## src/rtl/zl_ts_defs.sv

```systemverilog
// Shared transport stream definitions for the TS byte path.
// Sync/length constants, null packet bytes and the inserter state encoding.
package zl_ts_defs;

    localparam logic [7:0]  TS_SYNC     = 8'h47;
    localparam int unsigned TS_PKT_LEN  = 188;
    localparam logic [7:0]  TS_LAST_IDX = 8'd187;

    localparam logic [7:0] NULL_HDR_1 = 8'h1F;
    localparam logic [7:0] NULL_HDR_2 = 8'hFF;
    localparam logic [7:0] NULL_HDR_3 = 8'h10;
    localparam logic [7:0] NULL_FILL  = 8'hFF;

    typedef enum logic [1:0] {
        ST_IDLE,
        ST_PASS,
        ST_NULL,
        ST_RESYNC
    } ts_state_e;

    // Byte idx of a DVB null packet (PID 0x1FFF, payload-only, all 0xFF).
    function automatic logic [7:0] null_byte(input logic [7:0] idx);
        logic [7:0] b;
        b = NULL_FILL;
        unique case (1'b1)
            idx == 8'd0: b = TS_SYNC;
            idx == 8'd1: b = NULL_HDR_1;
            idx == 8'd2: b = NULL_HDR_2;
            idx == 8'd3: b = NULL_HDR_3;
            default:     b = NULL_FILL;
        endcase
        return b;
    endfunction

endpackage

```

## src/rtl/zl_ts_null_inserter.sv

```systemverilog
// Packet-aligned FIFO reader: forwards whole 188-byte TS packets, or emits
// a null packet when a full one is not buffered; re-acquires 0x47 sync.
//   in_req/in_ack/in_data/in_used/in_full : show-ahead FIFO read side
//   out_req/out_ack/out_data              : downstream byte stream
//   out_pkt_start, out_is_null            : packet framing flags
//   null_cnt, sync_err_cnt                : wrapping event counters
module zl_ts_null_inserter
    import zl_ts_defs::*;
#(
    parameter int Addr_width = 0,
    // Keeps the port legal at the unusable default of 0.
    localparam int Used_w = (Addr_width < 1) ? 1 : Addr_width
) (
    input  logic              clk,
    input  logic              rst_n,
    input  logic              in_req,
    output logic              in_ack,
    input  logic [7:0]        in_data,
    input  logic [Used_w-1:0] in_used,
    input  logic              in_full,
    output logic              out_req,
    input  logic              out_ack,
    output logic [7:0]        out_data,
    output logic              out_pkt_start,
    output logic              out_is_null,
    output logic [15:0]       null_cnt,
    output logic [15:0]       sync_err_cnt
);

    ts_state_e   state_q, state_d;
    logic [7:0]  byte_cnt_q, byte_cnt_d;
    logic [15:0] null_cnt_q, sync_err_cnt_q;
    logic        null_inc, sync_inc;
    logic        avail, last, sync_ok;

    // in_used wraps to 0 when the FIFO is completely full.
    assign avail   = in_full || (32'(in_used) >= TS_PKT_LEN);
    assign last    = (byte_cnt_q == TS_LAST_IDX);
    assign sync_ok = (in_data == TS_SYNC);

    always_comb begin
        state_d    = state_q;
        byte_cnt_d = byte_cnt_q;
        out_req    = 1'b0;
        in_ack     = 1'b0;
        out_data   = 8'h00;
        null_inc   = 1'b0;
        sync_inc   = 1'b0;
        unique case (state_q)
            ST_IDLE: begin
                byte_cnt_d = 8'd0;
                state_d    = avail ? ST_PASS : ST_NULL;
            end
            ST_PASS: begin
                if (in_req && byte_cnt_q == 8'd0 && !sync_ok) begin
                    state_d  = ST_RESYNC;
                    sync_inc = 1'b1;
                end else begin
                    out_req  = in_req;
                    out_data = in_data;
                    in_ack   = in_req && out_ack;
                    if (in_req && out_ack) begin
                        byte_cnt_d = byte_cnt_q + 8'd1;
                        if (last) state_d = ST_IDLE;
                    end
                end
            end
            ST_NULL: begin
                out_req  = 1'b1;
                out_data = null_byte(byte_cnt_q);
                if (out_ack) begin
                    byte_cnt_d = byte_cnt_q + 8'd1;
                    if (last) begin
                        state_d  = ST_IDLE;
                        null_inc = 1'b1;
                    end
                end
            end
            ST_RESYNC: begin
                // Drop junk; leave the sync byte in the FIFO for PASS.
                in_ack = in_req && !sync_ok;
                if (in_req && sync_ok) state_d = ST_IDLE;
            end
            default: state_d = ST_IDLE;
        endcase
    end

    always_ff @(posedge clk or negedge rst_n) begin
        if (!rst_n) begin
            state_q        <= ST_IDLE;
            byte_cnt_q     <= 8'd0;
            null_cnt_q     <= 16'd0;
            sync_err_cnt_q <= 16'd0;
        end else begin
            state_q    <= state_d;
            byte_cnt_q <= byte_cnt_d;
            if (null_inc) null_cnt_q <= null_cnt_q + 16'd1;
            if (sync_inc) sync_err_cnt_q <= sync_err_cnt_q + 16'd1;
        end
    end

    assign out_pkt_start = out_req && (byte_cnt_q == 8'd0);
    assign out_is_null   = (state_q == ST_NULL);
    assign null_cnt      = null_cnt_q;
    assign sync_err_cnt  = sync_err_cnt_q;

endmodule

```

## config.mk

```make
export PLATFORM = sky130hd
export DESIGN_NAME = zl_ts_null_inserter
export DESIGN_NICKNAME = d
export VERILOG_FILES = /design/src/rtl/zl_ts_defs.sv /design/src/rtl/zl_ts_null_inserter.sv
export SDC_FILE = /design/constraint.sdc
export NUM_CORES = 1
export LEC_CHECK = 0
export ABC_AREA = 1
export BUFFER_PORTS_ARGS = -buffer_cell sky130_fd_sc_hd__buf_4
export CORE_MARGIN = 4
export CORE_UTILIZATION = 55
export DETAILED_ROUTE_END_ITERATION = 12
export GPL_TIMING_DRIVEN = 1
export PLACE_DENSITY_LB_ADDON = 0.1
export SYNTH_ARGS = -nofsm -noshare
export SYNTH_HDL_FRONTEND = slang
export SYNTH_SLANG_ARGS = --single-unit
```

## constraint.sdc

```tcl
create_clock -name clk -period 1.95 [get_ports clk]
set_input_delay 0.0975 -clock clk [delete_from_list [all_inputs] [get_ports clk]]
set_output_delay 0.0975 -clock clk [all_outputs]
set_load 0.005 [all_outputs]
```

# After elaboration in Yosys (flattened, before gate mapping)
# Index checks and enable logic that the tools add are counted.
# op_classes
n_addsub,3
multipliers,0
div_mod_pow,0
order_cmp,0
eq_ne,12
shifts,0
muxes,23
bitwise_logic,0
n_reduce_logical,12
# op_table
cell,n
case mux 8 bit (3 select lines),2
adder 16 x 1 -> 16 bit (second input constant),2
2-to-1 mux 8 bit,4
case mux 8 bit (2 select lines),1
2-to-1 mux 2 bit,6
adder 8 x 1 -> 8 bit (second input constant),1
== test 8 x 1 -> 1 bit (second input constant),1
== test 8 x 2 -> 1 bit (second input constant),1
== test 8 x 7 -> 1 bit (second input constant),1
== test 8 bit (second input constant),1
zero test 8 bit,1
inequality test 2 bit (second input constant),4
case mux 2 bit (4 select lines),1
2-to-1 mux 1 bit,7
logical AND 1 bit,6
== test 2 bit (second input constant),2
case mux 1 bit (2 select lines),2
AND reduction 4 bit,1
inequality test 3 bit (second input constant),1
AND reduction 3 bit,1
nonzero test 3 bit,1
== test 2 x 1 -> 1 bit (second input constant),1
zero test 2 bit,1
zero test 1 bit,1
# word_totals
regBits,42
latchBits,0
ramBits,0
romBits,0
inputBits,14
wordCells,54
n_memories,0

# Depth between registers and ports, before layout
# Gate-level depths: netlist of run 1.
# logic_depth
ltp_word,6
depth_mapped,10
mapped_depth_nobuf,10

# Least setup slack after synthesis of run 1
# Ideal clock, no wire load.
# synth_timing
kind,flip-flop to flip-flop
start,register state_q[0]
end,register null_cnt_q[9] (netlist: null_cnt[9])
arrival_ps,1507
setup_slack_ps,320
stages_incl_launch_ff,9
n_path_buf,2
period_less_slack_ps,1630
path_cell_list,dfrtp_1 inv_1 ha_1 clkbuf_1 nand4_1 buf_2 nor2_4 nand2_1 xor2_1
# synth_via
elab_chain_cells,2
# synth_rtl
element,line_no,source
from (decl),zl_ts_null_inserter.sv:30,"ts_state_e state_q, state_d;"
from (signal assigned),zl_ts_null_inserter.sv:95,state_q <= state_d;
== test 2 bit,n/a,
net out_is_null,zl_ts_null_inserter.sv:25,"output logic out_is_null,"
2-to-1 mux 1 bit,zl_ts_null_inserter.sv:49,unique case (state_q)
to (signal assigned),zl_ts_null_inserter.sv:97,if (null_inc) null_cnt_q <= null_cnt_q + 16'd1;
to (decl),zl_ts_null_inserter.sv:32,"logic [15:0] null_cnt_q, sync_err_cnt_q;"
# The timed path passes the listed nets, and every way through them passes these cells.
# A chain may end at the register's enable or synchronous reset.

# Worst setup path after layout of run 1
# layout_timing
start,register byte_cnt_q[1]
end,output port out_data[1]
# layout_via
elab_chain_cells,5
# layout_rtl
element,line_no,source
from (decl),zl_ts_null_inserter.sv:31,"logic [7:0] byte_cnt_q, byte_cnt_d;"
from (signal assigned),zl_ts_null_inserter.sv:96,byte_cnt_q <= byte_cnt_d;
zero test 8 bit,"zl_ts_defs.sv:26, zl_ts_null_inserter.sv:55",
logical AND 1 bit (2 in series),zl_ts_null_inserter.sv:55,if (in_req && byte_cnt_q == 8'd0 && !sync_ok) begin
2-to-1 mux 8 bit,zl_ts_null_inserter.sv:55,
case mux 8 bit (2 select lines) *,zl_ts_null_inserter.sv:49,
to (decl),zl_ts_null_inserter.sv:23,"output logic [7:0] out_data,"
# Mark *: on every way between the ends. The rest lies on a longest branch, timed or not.

==> flow_summary.toml, run 1 <==
[status]
run_status = "completed"

[grt]
grt_pass1_wl_mm = 9.41
track_usage_pct = 19.1
grt_pass1_vias = 2191
grt_overflow_total = 0
grt_antenna_before_repair = 0
grt_max_degree = 43

[clocking]
cts_sinks = 42
cts_buffer_depth = 2
root_buffer = "clkbuf_8"
insertion_delay_ps = 290
cts_buffers = 5
cts_htree_levels = 2
cts_tree = "built"
clkTransAtPathRegs_ps = 70

[synth]
synth_cell_types = 34
yosys.area.top_type_share_pct = 39.4
synthTopCellsByCount = "nand2_1 (108), dfrtp_1 (42), nor2_1 (41)"
synth_nets = 378
syn_inst = 355
seq_area_frac_synth_pct = 39.4
synth-main-ff-cell = "dfrtp_1"
synth_edf_count = 0
yosysTopAreaCell = "dfrtp_1"
synth-warning-count = 0
yosys.cell_count.top_type = "nand2_1"
avgSynthCellArea_um2 = 7.52
synth.area.top_cells = "dfrtp_1 (39%), nand2_1 (15%), nor2_1 (5.8%)"
synth_area_mm2 = 0.00267
ys_async_sr_fraction_pct = 100
ys_seq_elements = 42

[sta]
final-setup-viol-count = 0
tns_ps = 0
timing.hold.ws_ps = 149
fmax_mhz = 540
min_period_ps = 1850
rsz0062_at_grt = "true"
fin_skew_ps = 7.31
period_share_pct = 95.0
slew_violations = 0
max_slew_margin_pct = 66.0
finalHoldViolations = 0
worstMarginPinSlew_ps = 511

[floorplanning]
initial_core_util_pct = 56.5
core_mm2 = 0.00472
die_area_mm2 = 0.00603
fp.dieW_um = 77.7
rows = 25
fp.dieH_um = 77.7
top_level_ports = 58

[placement]
port_buffers = 56
hpwl_mm = 4.41
place_congestion = 0.890
dp.cells = 477

[setup_path]
crit_cells = 9
worstPathRequired_ps = 1850
endpoint_kind = "primary output"
path_buf_inv = 2
worstSetupPathType = "register to primary output"
crit_arrival_ps = 1750
worstPathMaxFanout = 4
reg2reg_depth = 10
path_cells = "inv_2 -> ha_2 -> nor2_2 -> nor2_1 -> nand2_1 -> o21ai_2 -> o21a_1 -> a21oi_1 -> buf_4"
start_kind = "register"
slowest_stage = "dfrtp_1"
cp_slowest_stage_delay_ps = 420
path_delay_family = "flip-flops"

[power]
leakagePower_uw = 0.00170
power.density_mw_per_mm2 = 1040
ir_drop_mv = 0.747

[drt]
postRouteAntennaNets = 0
wire_per_inst_um = 11.6
via_per_inst = 4.97
drc = 0
vias = 2447
drtIter0Drc = 130
drt-total-wl_mm = 5.71
first_pass_iters = 4

[cells_and_area]
fin_util_pct = 71.8
diodes = 0
area_growth_pct = 27.1
nets = 448
instances_no_fill = 492
drive_above_1_share_pct = 23.5

[worst_hold_path]
hp-class = "primary input to register"
hold_depth = 6

[run]
maxCapViolCount = 0
==> power breakdown <==
part	internal (uW)	total (uW)	switching, uW
clock network	410	696	286
registers	972	1110	140
logic	772	1730	957
total	2150	3540	1380
==> layer usage <==
| metal | up-vias | GRT usage (%) | part of all wire, % |
|---|---|---|---|
| met1 | 1132 | 22.7 | 44 |
| li1 | 1252 | - | - |
| met3 | 11 | 4.99 | 5.3 |
| met5 | - | 0 | 0 |
| met4 | 0 | 6.94 | 1.7 |
| met2 | 52 | 33.2 | 49 |
==> kinds of logic after synthesis <==
logic type / synth area share, %
AOI/OAI and AO/OA: 6.42
xor gates and xnor gates: 9.52
DFF: 39.4
buffers and inverters: 6.89
adders and majority gates: 4.22
and+or+nand+nor: 33.6
==> metrics by stage <==
step / total power [uW] / worst slack, ps / cell area, um^2
after global placement: 2650 / 201 / 3170
after CTS: 3420 / 1.45 / 3310
after global routing: 3780 / -37.3 / 3390
after detailed placement: 2680 / 157 / 3170
final: 3540 / 98.2 / 3390
after floorplan: 2120 / 320 / 2670
==> final timing paths <==
check / from / endpoint / slack (ps)
worst max-delay path: byte_cnt_q[1]$_DFFE_PN0P_ / out_data[1] / 100
worst min-delay path: in_full / state_q[1]$_DFFE_PN0P_ / 150
worst max register to register: byte_cnt_q[0]$_DFFE_PN0P_ / sync_err_cnt[12]$_DFFE_PN0P_ / 210
worst min register to register: null_cnt[13]$_DFFE_PN0P_ / null_cnt[13]$_DFFE_PN0P_ / 500
max in group asynchronous: rst_n / sync_err_cnt[1]$_DFFE_PN0P_ / 1280
min in group asynchronous: rst_n / null_cnt[9]$_DFFE_PN0P_ / 320
==> repair_timing <==
item / CTS / global route
hold buffers: 1 / 0
gates resized for setup: 4 / 14
hold endpoints to repair: 42 / 0
setup buffers: 1 / 6
pin swaps: 0 / 3
endpoints found under the setup margin: 9 / 14
==> sequential cells by signal, indices dropped and copies added, names as in the netlist <==
| signal | cells |
|---|---|
| null_cnt | 16 |
| sync_err_cnt | 16 |
| byte_cnt_q | 8 |
| state_q | 2 |
==> cells in the final DEF (no fill, tap or decap), drive strengths merged, types with 4 or more instances in the layout <==
cell type,Yosys,final
nand3,23,23
a21oi,12,12
dfrtp,42,42
nor2,46,46
xnor2,12,12
xor2,17,17
nand2,111,111
clkbuf,1,6
o21ai,17,17
buf,4,67
ha,9,9
nand4,5,5
inv,39,40
nor3,4,4
==> tightest hold or removal path: stages <==
cell     delay (ps)
buf_4            70
nand2_1          40
inv_1            50
nor2_1           50
nand2_1          50
nand2_1          50
==> area by class of cell <==
type	count	area (um^2)
Sequential cell	42	1050
Clock inverter	1	30.0
Tap cell	67	83.8
Clock buffer	6	82.6
Inverter	41	156
Multi-Input combinational cell	267	1480
Fill cell	400	1330
Timing Repair Buffer	68	513
(Power assumes the default switching activity.)
==> run 2, diff against run 1 <==
--- a/config.mk
+++ b/config.mk
@@ -5,10 +5,9 @@
 export SDC_FILE = /design/constraint.sdc
 export NUM_CORES = 1
 export LEC_CHECK = 0
-export ABC_AREA = 1
 export BUFFER_PORTS_ARGS = -buffer_cell sky130_fd_sc_hd__buf_4
 export CORE_MARGIN = 4
-export CORE_UTILIZATION = 55
+export CORE_UTILIZATION = 53
 export DETAILED_ROUTE_END_ITERATION = 12
 export GPL_TIMING_DRIVEN = 1
 export PLACE_DENSITY_LB_ADDON = 0.1
==> run 2 against run 1 <==
  * The run now ends with negative setup slack left
  * Hold slack improved by 44 ps
  * Global-route usage grew 3.4 points
  * Sequential share of layout area fell by 0.20 points
  * Die area fell by 9.7%
  * Count of clock-buffer cells in the layout stayed put
  * Combinational power up 6%
  * Clock skew shrank 1.7 ps
  * Via count is 11% lower
==> flow_summary.toml, run 2 <==
[synth]
synthTopCellsByCount = "dfrtp_1 (42), nand2_1 (32), nor2_1 (20)"
synth_cell_types = 41
yosys.area.top_type_share_pct = 45.8
synth_area_mm2 = 0.00229
synth.area.top_cells = "dfrtp_1 (46%), xnor2_1 (5.7%), xor2_1 (5.7%)"
seq_area_frac_synth_pct = 45.8
yosysTopAreaCell = "dfrtp_1"
synth-warning-count = 0
synth_edf_count = 0
ys_async_sr_fraction_pct = 100
yosys.cell_count.top_type = "dfrtp_1"
synth_nets = 259
syn_inst = 236
synth-main-ff-cell = "dfrtp_1"
avgSynthCellArea_um2 = 9.72
ys_seq_elements = 42

[cells_and_area]
diodes = 0
final_cell_mix = "buf_4 (95), dfrtp_1 (41), nand2_1 (32)"
final_common_cell = "buf_4"
drive_above_1_share_pct = 43.5
area_growth_pct = 49.0
nets = 360
fillerInstances = 239

[grt]
grt_max_degree = 43
use_met3_pct = 6.16
grt_pass1_wl_mm = 9.68
grt_util_met2_pct = 37.4
met1_usage_pct = 28.5
track_usage_pct = 22.6
grt_antenna_before_repair = 0
grt_pass1_vias = 2137
busiest_layer = "met2"
grt_overflow_total = 0

[worst_hold_path]
hp-class = "primary input to register"
hold_depth = 4
min_from = "in_full"
worst_hold_path.endpoint = "state_q[0]$_DFFE_PN0P_"

[setup_path]
worstPathMaxFanout = 3
path_delay_family = "simple AND/OR/NAND/NOR gates"
crit_start = "byte_cnt_q[6]$_DFFE_PN0P_"
endpoint_kind = "primary output"
slowest_stage = "or4_4"
r2r-start = "byte_cnt_q[7]$_DFFE_PN0P_"
worstPathRequired_ps = 1850
r2r_end = "sync_err_cnt[8]$_DFFE_PN0P_"
start_kind = "register"
worstSetupPathType = "register to primary output"
path_buf_inv = 1
path_cells = "or4_4 -> or3_4 -> o31ai_4 -> and2_4 -> a21oi_1 -> buf_4"
reg2reg_depth = 9
r2r_slack_ps = -190
crit_arrival_ps = 2260
cp_slowest_stage_delay_ps = 530

[run]
maxCapViolCount = 0

[placement]
place_congestion = 0.881
port_buffers = 56
dpl_worst_slack_ps = -169
hpwl_mm = 4.02

[floorplanning]
fp.dieW_um = 73.8
fp.dieH_um = 73.8
initial_core_util_pct = 56.2
rows = 23
top_level_ports = 58
die_area_mm2 = 0.00545
core_mm2 = 0.00409

[sta]
fmax_mhz = 424
final-setup-viol-count = 24
period_share_pct = 121
fin_skew_ps = 5.62
max_slew_margin_pct = 64.6
slew_violations = 0
finalHoldViolations = 0
min_period_ps = 2360
rsz0062_at_grt = "true"
timing.hold.ws_ps = 193
worstMarginPinSlew_ps = 531
fin_ws_ps = -409

[drt]
postRouteAntennaNets = 0
drt-total-wl_mm = 6.11
via_per_inst = 5.61
drtIter0Drc = 117
drc = 0
first_pass_iters = 4
wire_per_inst_um = 15.7
vias = 2178

[clocking]
cts_buffers = 5
cts_tree = "built"
cts_buffer_depth = 2
root_buffer = "clkbuf_8"
cts_htree_levels = 2
clkTransAtPathRegs_ps = 80
insertion_delay_ps = 300
cts_sinks = 42

[status]
violations = "negative setup slack"
run_status = "complete, but fails checks"

[power]
leakagePower_uw = 0.00172
power.density_mw_per_mm2 = 1050
ir_drop_mv = 0.936
-- run 2: metrics by stage --
step | util [%] | TNS (ps) | power (uW) | cells | instance area (um^2)
final | 83.6 | -4250 | 3580 | 388 | 3420
after global routing | 83.6 | -7140 | 3790 | 388 | 3420
after CTS | 80.6 | -2960 | 3400 | 385 | 3290
after detailed placement | 73.5 | -1210 | 2440 | 369 | 3010
after global placement | 73.5 | -1150 | 2420 | 369 | 3010
after floorplan | - | -337 | 1780 | 236 | 2310
-- run 2: repair_timing --
item	4_1_cts	5_1_grt
hold endpoints to repair	42	0
hold buffers	1	0
resized for setup	30	24
setup buffers	8	4
pin swaps	14	13
setup endpoints to repair	23	44
-- run 2: kinds of logic (layout without fill, tap and decap cells) --
kind of cell	after synthesis	in the layout	synth area share [%]
buffers and inverters	13	115	2.78
flip-flops	42	42	45.8
AO/OA/AOI/OAI	34	34	10.2
XOR/XNOR	30	30	11.5
adder cells (fa/ha/maj)	9	9	4.91
AND/OR/NAND/NOR	106	106	23.9
multiplexers	2	2	0.981
-- run 2: worst max path at each step --
stage	slack, ps	cells after the start	end
after detailed placement	-170	6	byte_cnt_q[6]$_DFFE_PN0P_
final	-410	6	out_data[1]
after global placement	-150	6	byte_cnt_q[6]$_DFFE_PN0P_
after floorplan	-150	9	byte_cnt_q[5]$_DFFE_PN0P_
after global routing	-490	6	out_data[2]
after CTS	-370	6	out_data[0]
-- run 2: area by class of cell --
cell class | count | area [um^2] | area share (%)
clock buffer | 6 | 72.6 | 2.12
clock inverter | 2 | 37.5 | 1.10
inverter | 7 | 26.3 | 0.769
multi-input combinational | 181 | 1400 | 40.9
sequential | 42 | 1050 | 30.8
tap | 50 | 62.6 | 1.83
timing repair buffer | 100 | 768 | 22.5
-- run 2: report_power, final --
group	switching [uW]	leakage (uW)	internal, uW
Sequential	91.4	0.000576	948
Clock	316	0.0000514	382
Combinational	912	0.00109	929
Total	1320	0.00172	2260
-- run 2: metal layers --
layer  share of wire, %  up-vias
met5                  0        -
met4                1.1        0
met3                7.7        8
met2                 48       88
met1                 43     1043
li1                   -     1039
-- run 2: worst reg2reg max path, delay by kind of cell, from the launching register on --
family          cells  cell delay, ps
buf+inv             5             820
simple gates        2             480
flops               1             410
compound gates      1             200
xor+xnor            1             110
==> run 3, diff against run 2 <==
--- a/config.mk
+++ b/config.mk
@@ -10,6 +10,7 @@
 export CORE_UTILIZATION = 53
 export DETAILED_ROUTE_END_ITERATION = 12
 export GPL_TIMING_DRIVEN = 1
+export MAX_ROUTING_LAYER = met4
 export PLACE_DENSITY_LB_ADDON = 0.1
 export SYNTH_ARGS = -nofsm -noshare
 export SYNTH_HDL_FRONTEND = slang
==> run 3 against run 2 <==
  * The run still ends with negative setup slack left
  * Maximum frequency about the same
  * Critical path depth unchanged
  * Non-clock buffer count unchanged
  * Combinational power about the same
  * Utilization unchanged
  * First-iteration DRC count increased by 10%
  * Hold slack improved by 1.8 ps
  * Critical endpoint unchanged
  * Largest cell class unchanged
==> flow_summary.toml, run 3 (same netlist as run 2, synthesis figures left out) <==
[sta]
period_share_pct = 121
timing.hold.ws_ps = 195
min_period_ps = 2360
final-setup-viol-count = 24
finalHoldViolations = 0
rsz0062_at_grt = "true"
slew_violations = 0
fmax_mhz = 424
tns_ps = -4190
max_slew_margin_pct = 64.6
worstMarginPinSlew_ps = 532
fin_skew_ps = 5.78
fin_ws_ps = -410

[drt]
via_per_inst = 5.60
drc = 0
first_pass_iters = 4
wire_per_inst_um = 15.7
drt-total-wl_mm = 6.07
vias = 2174
drtIter0Drc = 129
postRouteAntennaNets = 0

[cells_and_area]
nets = 360
diodes = 0
final_cell_mix = "buf_4 (95), dfrtp_1 (41), nand2_1 (32)"
instances_no_fill = 388
final_area_mm2 = 0.00342
final_common_cell = "buf_4"
area_growth_pct = 49.0
drive_above_1_share_pct = 43.5

[setup_path]
r2r_slack_ps = -180
endpoint_kind = "primary output"
worstSetupPathType = "register to primary output"
start_kind = "register"
path_buf_inv = 1
slowest_stage = "or4_4"
worstPathRequired_ps = 1850
crit_arrival_ps = 2260
cp_slowest_stage_delay_ps = 530
crit_start = "byte_cnt_q[6]$_DFFE_PN0P_"
r2r-start = "byte_cnt_q[7]$_DFFE_PN0P_"
path_delay_family = "simple AND/OR/NAND/NOR gates"
worstPathMaxFanout = 3
path_cells = "or4_4 -> or3_4 -> o31ai_4 -> and2_4 -> a21oi_1 -> buf_4"

[placement]
hpwl_mm = 4.02
dpl_cell_area_mm2 = 0.00301
port_buffers = 56
dp.cells = 369
place_congestion = 0.895

[floorplanning]
fp.dieH_um = 73.8
core_mm2 = 0.00409
fp.dieW_um = 73.8
die_area_mm2 = 0.00545
rows = 23
initial_core_util_pct = 56.2
top_level_ports = 58

[clocking]
cts_tree = "built"
cts_htree_levels = 2
cts_buffer_depth = 2
insertion_delay_ps = 300
cts_sinks = 42
root_buffer = "clkbuf_8"
clkTransAtPathRegs_ps = 80
cts_buffers = 5

[status]
run_status = "complete, but fails checks"
violations = "negative setup slack"

[run]
maxCapViolCount = 0

[grt]
grt_overflow_total = 0
grt_max_degree = 43
track_usage_pct = 23.3
grt_pass1_wl_mm = 9.68
grt_antenna_before_repair = 0
grt_pass1_vias = 2137

[power]
power_uw = 3570
ir_drop_mv = 0.933
leakagePower_uw = 0.00172
power.density_mw_per_mm2 = 1050

[worst_hold_path]
min_from = "in_full"
hp-class = "primary input to register"
[run 3: metrics by stage]
| step | worst slack, ps | util, % |
|---|---|---|
| final | -410 | 83.6 |
| after global routing | -487 | 83.6 |
| after CTS | -370 | 80.6 |
| after detailed placement | -169 | 73.5 |
| after global placement | -155 | 73.5 |
| after floorplan | -148 | - |
[run 3: worst paths after layout]
path | endpoint | cells past startpoint
max | out_data[1] | 6
min | state_q[0]$_DFFE_PN0P_ | 4
max reg2reg | sync_err_cnt[8]$_DFFE_PN0P_ | 9
min reg2reg | sync_err_cnt[15]$_DFFE_PN0P_ | 1
max in group asynchronous | state_q[1]$_DFFE_PN0P_ | 2
min in group asynchronous | sync_err_cnt[5]$_DFFE_PN0P_ | 2
[run 3: worst min-delay path: stages]
cell     delay (ps)
buf_4            80
nand2_1          40
nand2_1          60
a32o_1          170
[run 3: where the power goes]
group | internal [uW] | switching, uW
sequential | 948 | 92.4
clock | 382 | 316
combinational | 929 | 906
[run 3: routing by layer]
| metal | share of wire, % | vias to the layer above | global-route usage [%] |
|---|---|---|---|
| met2 | 48 | 89 | 37.4 |
| met5 | 0 | - | - |
| met3 | 7.2 | 7 | 5.20 |
| met4 | 1.2 | 0 | 7.24 |
| li1 | - | 1040 | - |
| met1 | 44 | 1038 | 29.2 |
[run 3: what timing repair did]
| item | 4_1_cts | 5_1_grt |
|---|---|---|
| hold endpoints to repair | 42 | 0 |
| setup buffers | 8 | 4 |
| resized for setup | 30 | 24 |
| pin swaps | 14 | 13 |
| hold buffers | 1 | 0 |
| setup endpoints to repair | 23 | 44 |
[run 3: final cells by class]
type                            instances  area (um^2)
Clock buffer                            6         72.6
Clock inverter                          2         37.5
Fill cell                             239          668
Inverter                                7         26.3
Multi-Input combinational cell        181         1400
Sequential cell                        42         1050
Tap cell                               50         62.6
Timing Repair Buffer                  100          768
